[src/rtl/shared_wire_pkg.sv]
// Shared types and helpers for the shared_wire_arbiter codebase slice.
package shared_wire_pkg;

  localparam int MAX_N = 16;

  typedef enum logic [0:0] {
    IDLE = 1'b0,
    OWN  = 1'b1
  } state_t;

  // Pointer width for n requesters, never narrower than one bit.
  function automatic int ptr_w_f(input int n);
    return (n > 2) ? $clog2(n) : 1;
  endfunction

  function automatic logic [MAX_N-1:0] onehot_f(input logic [3:0] idx);
    return 16'd1 << idx;
  endfunction

endpackage

[src/rtl/shared_wire_arbiter_rr_pick.sv]
// Combinational round-robin picker: first set req bit at index >= ptr, wrapping.
module rr_pick
  import shared_wire_pkg::*;
#(
  parameter int N     = 4,
  parameter int PTR_W = 2
) (
  input  logic [N-1:0]     req,
  input  logic [PTR_W-1:0] ptr,
  output logic [PTR_W-1:0] winner,
  output logic             found
);

  logic [PTR_W-1:0] idx_s;

  // Scan from farthest to nearest offset so the nearest requester wins.
  always_comb begin
    winner = '0;
    found  = 1'b0;
    idx_s  = '0;
    for (int k = N - 1; k >= 0; k--) begin
      idx_s  = PTR_W'((int'(ptr) + k) % N);
      winner = req[idx_s] ? idx_s : winner;
      found  = found | req[idx_s];
    end
  end

endmodule

[src/rtl/shared_wire_arbiter.sv]
// Burst-granular round-robin arbiter sharing one registered wire among N sources.
// Optional forced release after MAX_HOLD owned cycles: define SHARED_WIRE_TIMEOUT_EN.
module shared_wire_arbiter
  import shared_wire_pkg::*;
#(
  parameter int   N          = 4,
  parameter logic IDLE_LEVEL = 1'b0,
  parameter int   MAX_HOLD   = 64
) (
  input  logic         clk,
  input  logic         rst_n,
  input  logic [N-1:0] req,
  input  logic [N-1:0] din,
  input  logic [N-1:0] last,
  output logic [N-1:0] gnt,
  output logic         out,
  output logic         out_valid,
  output logic         busy,
  output logic         timeout
);

  localparam int PTR_W = ptr_w_f(N);

  state_t           state_r, state_s;
  logic [N-1:0]     gnt_r, gnt_s;
  logic [PTR_W-1:0] ptr_r, ptr_s;
  logic [PTR_W-1:0] owner_r, owner_s;
  logic             out_r, out_s;
  logic             valid_r, valid_s;
  logic             busy_r;

  logic             owner_req_s, owner_last_s, force_s, release_s;
  logic [PTR_W-1:0] next_ptr_s;
  logic [N-1:0]     hand_req_s;
  logic [PTR_W-1:0] idle_win_s, hand_win_s;
  logic             idle_found_s, hand_found_s;
  logic [MAX_N-1:0] idle_oh_s, hand_oh_s;

  assign owner_req_s  = req[owner_r];
  assign owner_last_s = last[owner_r];
  assign next_ptr_s   = (owner_r == PTR_W'(N - 1)) ? '0 : owner_r + PTR_W'(1);
  assign release_s    = (state_r == OWN) && (!owner_req_s || owner_last_s || force_s);
  // A forced release must not hand the wire straight back to the same owner.
  assign hand_req_s   = force_s ? (req & ~gnt_r) : req;
  assign idle_oh_s    = onehot_f(4'(idle_win_s));
  assign hand_oh_s    = onehot_f(4'(hand_win_s));

  rr_pick #(.N(N), .PTR_W(PTR_W)) u_pick_idle (
    .req    (req),
    .ptr    (ptr_r),
    .winner (idle_win_s),
    .found  (idle_found_s)
  );

  rr_pick #(.N(N), .PTR_W(PTR_W)) u_pick_hand (
    .req    (hand_req_s),
    .ptr    (next_ptr_s),
    .winner (hand_win_s),
    .found  (hand_found_s)
  );

`ifdef SHARED_WIRE_TIMEOUT_EN
  localparam int HOLD_W = ptr_w_f(MAX_HOLD);

  logic [HOLD_W-1:0] hold_r;
  logic              grant_load_s;
  logic              timeout_r;

  // The last of MAX_HOLD owned cycles still carries its bit; the release is then forced.
  assign force_s      = (state_r == OWN) && owner_req_s && !owner_last_s &&
                        (hold_r == HOLD_W'(MAX_HOLD - 1));
  assign grant_load_s = ((state_r == IDLE) && idle_found_s) || (release_s && hand_found_s);
  assign timeout      = timeout_r;

  // Hold counter: cleared on every grant, counts owned cycles.
  always_ff @(posedge clk or negedge rst_n) begin
    if (!rst_n) begin
      hold_r    <= '0;
      timeout_r <= 1'b0;
    end else begin
      timeout_r <= force_s;
      if (grant_load_s) begin
        hold_r <= '0;
      end else if (state_r == OWN) begin
        hold_r <= hold_r + HOLD_W'(1);
      end else begin
        hold_r <= hold_r;
      end
    end
  end
`else
  // Ownership is unbounded; MAX_HOLD matters only to the optional hold counter.
  assign force_s = (MAX_HOLD < 0);
  assign timeout = 1'b0;
`endif

  // Next-state, grant and wire data selection.
  always_comb begin
    state_s = state_r;
    gnt_s   = gnt_r;
    owner_s = owner_r;
    ptr_s   = ptr_r;
    out_s   = IDLE_LEVEL;
    valid_s = 1'b0;
    case (state_r)
      IDLE: begin
        if (idle_found_s) begin
          state_s = OWN;
          owner_s = idle_win_s;
          gnt_s   = idle_oh_s[N-1:0];
        end else begin
          gnt_s = '0;
        end
      end
      OWN: begin
        if (owner_req_s) begin
          out_s   = din[owner_r];
          valid_s = 1'b1;
        end else begin
          out_s   = IDLE_LEVEL;
          valid_s = 1'b0;
        end
        if (release_s) begin
          ptr_s = next_ptr_s;
          if (hand_found_s) begin
            owner_s = hand_win_s;
            gnt_s   = hand_oh_s[N-1:0];
          end else begin
            state_s = IDLE;
            gnt_s   = '0;
          end
        end else begin
          gnt_s = gnt_r;
        end
      end
      default: begin
        state_s = IDLE;
        gnt_s   = '0;
      end
    endcase
  end

  // State and registered outputs.
  always_ff @(posedge clk or negedge rst_n) begin
    if (!rst_n) begin
      state_r <= IDLE;
      gnt_r   <= '0;
      ptr_r   <= '0;
      owner_r <= '0;
      out_r   <= IDLE_LEVEL;
      valid_r <= 1'b0;
      busy_r  <= 1'b0;
    end else begin
      state_r <= state_s;
      gnt_r   <= gnt_s;
      ptr_r   <= ptr_s;
      owner_r <= owner_s;
      out_r   <= out_s;
      valid_r <= valid_s;
      busy_r  <= (state_s == OWN);
    end
  end

  assign gnt       = gnt_r;
  assign out       = out_r;
  assign out_valid = valid_r;
  assign busy      = busy_r;

endmodule

[config.mk]
export PLATFORM = sky130hd
export DESIGN_NAME = shared_wire_arbiter
export DESIGN_NICKNAME = d
export VERILOG_FILES = /design/src/rtl/shared_wire_pkg.sv /design/src/rtl/shared_wire_arbiter_rr_pick.sv /design/src/rtl/shared_wire_arbiter.sv
export SDC_FILE = /design/constraint.sdc
export NUM_CORES = 1
export LEC_CHECK = 0
export ABC_AREA = 1
export BUFFER_PORTS_ARGS = -buffer_cell sky130_fd_sc_hd__buf_2
export CAP_MARGIN = 20
export CORE_MARGIN = 2
export CORE_UTILIZATION = 59
export DETAILED_ROUTE_END_ITERATION = 10
export HOLD_SLACK_MARGIN = 0.15
export PLACE_DENSITY = 0.95
export SYNTH_ARGS = -nofsm -noshare
export SYNTH_HDL_FRONTEND = slang
export SYNTH_SLANG_ARGS = --single-unit
[constraint.sdc]
create_clock -name clk -period 4.3 [get_ports clk]
set_clock_uncertainty 0.05 [all_clocks]
set_input_delay 0.43 -clock clk [delete_from_list [all_inputs] [get_ports clk]]
set_output_delay 0.43 -clock clk [all_outputs]
set_load 0.1 [all_outputs]
==> run_results.csv <==
group,metric,value,unit
cells_and_area,fill_cells,150,
drt,drc_errors,0,
drt,wl,2510,µm
synth,avgSynthCellArea,6.29,µm²
place,io_buffers,20,
die,row_count,15,
place,dpl-instance-area,1220,µm²
cells_and_area,regArea,275,µm²
clocking,cts_buffers,3,
setup_path,crit_required,4.42,ns
die,start_util,0.638,
synth,synth_cell_types,24,
drt,viasPerCell,5.19,
sta,post-route-period-util,0.528,
global_routing,grt_pass1_vias,1016,
status,outcome,"completed",
global_routing,grt_use_total,0.257,
clocking,clkSinkCount,11,
cells_and_area,area_growth,11.7,%
die,fp.dieH,47.7,µm
synth,ys_async_sr_fraction,1.00,
drt,drt_first_pass_iters,4,
sta,hold_violations,0,
sta,grt_setup_unrepaired,"no",
synth,ys.flop_type,"dfrtp_1",
drt,num_vias,1167,
place,dp_hpwl,2030,µm
place,routabilityCongestion,0.827,
sta,tightest_slew,0.514,ns
synth,yosys_warnings,0,
setup_path,worstPathArrival,2.39,ns
clocking,clk_pin_slew_worst_paths,0.07,ns
cells_and_area,multi_input_area,722,µm²
drt,wl_per_cell,11.2,µm
clocking,ctsLongestPathBuffers,2,
global_routing,grt_max_degree,15,
synth,mappedNetlistArea,1130,µm²
setup_path,slowest_stage,"dfrtp_1",
setup_path,crit_type,"register to register",
die,die-area,2270,µm²
sta,slew_headroom,0.657,
global_routing,gr-total-overflow,0,
clocking,postCtsSetupBuffers,0,
flow_run,cap_violations,0,
sta,slew_viol_final,0,
cells_and_area,layout_commonest_cell,"nand2_1",
hold_path,hold_path.class,"register to register",
cells_and_area,final_area,1260,µm²
clocking,cts_root_buf,"clkbuf_4",
cells_and_area,antenna_cells,0,
global_routing,grt_pass1_wl,4150,µm
sta,fmax,440,MHz
synth,synth_edf_count,0,
setup_path,end_kind,"register",
drt,postRouteAntennaNets,0,
synth,yosysSeqAreaShare,0.244,
cells_and_area,final_nets,216,
setup_path,crit_family,"simple AND/OR/NAND/NOR gates",
drt,drt-initial-drc-count,25,
setup_path,rrSetupSlack,2.03,ns
setup_path,path_buf_inv,1,
setup_path,worstSetupStartpointType,"register",
sta,finalSetupViolations,0,
synth,ys_seq_elements,11,
sta,finalCriticalPeriod,2.27,ns
clocking,htree_levels,1,
global_routing,antenna_found_initial,0,
synth,synthCells,179,
sta,tns,0,ns
clocking,cts_tree,"built",
setup_path,crit_chain,"ha_1 > nor2_4 > nand2_1 > nand3_2 > nand2_2 > clkinv_2 > nand2_2 > nand2_2 > nand2_2 > nand3_1 > nand2_1 > nand2_1 > nand2_1",
setup_path,slowest_delay,0.56,ns
die,die_w,47.7,µm
synth,syn_nets,194,
die,io_pins,22,
cells_and_area,drive_gt1_frac,0.270,
setup_path,cp_max_fo,14,
clocking,clk_latency,0.28,ns
cells_and_area,final_cell_mix,"nand2_1, buf_2, nor2_1, inv_1, nand3_1",
die,core,1760,µm²
==> registers in the layout (all words and copies together) (netlist names) <==
| name | cells |
|---|---|
| gnt | 4 |
| owner_r | 2 |
| ptr_r | 2 |
| busy | 1 |
| out | 1 |
| out_valid | 1 |
==> cell usage after synthesis (3+ instances only) <==
cell,n,share of area
nand2_1,60,0.20
nor2_1,19,0.063
inv_1,16,0.053
nand3_1,12,0.053
dfrtp_1,11,0.24
nand2_2,11,0.061
o21ai_0,11,0.049
nand3_2,7,0.062
o21ai_1,7,0.031
inv_2,4,0.013
a21oi_1,3,0.013
nor2_4,3,0.030
==> worst min-delay path, cell delays in order (launching register included) <==
cell	delay [ns]
dfrtp_1	0.35
nand2_1	0.06
nand2_1	0.05
==> metrics by stage <==
step	hold slack, ns	utilization	setup WS, ns	cells
2_1_floorplan	0.0844	-	2.28	179
3_3_place_gp	0.253	0.691	2.14	220
3_5_place_dp	0.260	0.691	2.06	220
4_1_cts	0.439	0.713	2.04	225
5_1_grt	0.453	0.713	1.82	225
6_report	0.438	0.713	2.03	225
==> final cells by class <==
| cell class | instances | area share |
|---|---|---|
| inverter | 22 | 0.0726 |
| clock buffer | 3 | 0.0179 |
| timing repair buffer | 21 | 0.0876 |
| multi-input combinational | 142 | 0.574 |
| sequential | 11 | 0.219 |
| tap | 25 | 0.0249 |
| clock inverter | 1 | 0.00398 |
==> cells by family (layout without fill, tap and decap cells) <==
logic type / count (synthesis) / after routing / share of synthesized area
DFF: 11 / 11 / 0.244
adders and majority gates: 1 / 1 / 0.0111
other: 1 / 1 / 0.00333
AOI/OAI and AO/OA: 23 / 23 / 0.106
buffers and inverters: 26 / 47 / 0.114
xor gates and xnor gates: 1 / 1 / 0.00778
and+or+nand+nor: 116 / 116 / 0.513
==> routing by layer <==
metal  global-route usage  share of wire  vias up
li1                     -              -      601
met1                0.310           0.44      520
met2                0.453           0.50       36
met3               0.0679          0.046       10
met4               0.0649          0.020        0
met5                    0              0        -
==> path summary, 6_finish.rpt <==
check	from	end	cells after the start
min in group asynchronous	rst_n	gnt[0]	2
worst max-delay path	owner_r[0]	gnt[3]	13
worst min-delay path	gnt[3]	gnt[3]	2
max in group asynchronous	rst_n	owner_r[0]	2
worst max register to register	owner_r[0]	gnt[3]	13
worst min register to register	gnt[3]	gnt[3]	2
==> what timing repair did <==
| item | in CTS | in global routing |
|---|---|---|
| resized for setup | 0 | 0 |
| endpoints found under the hold margin | 11 | 0 |
| hold buffers | 1 | 0 |
Power is left out: the tool's default activity adds up to more than one toggle a clock period on the data nets, which glitch-free logic cannot reach.
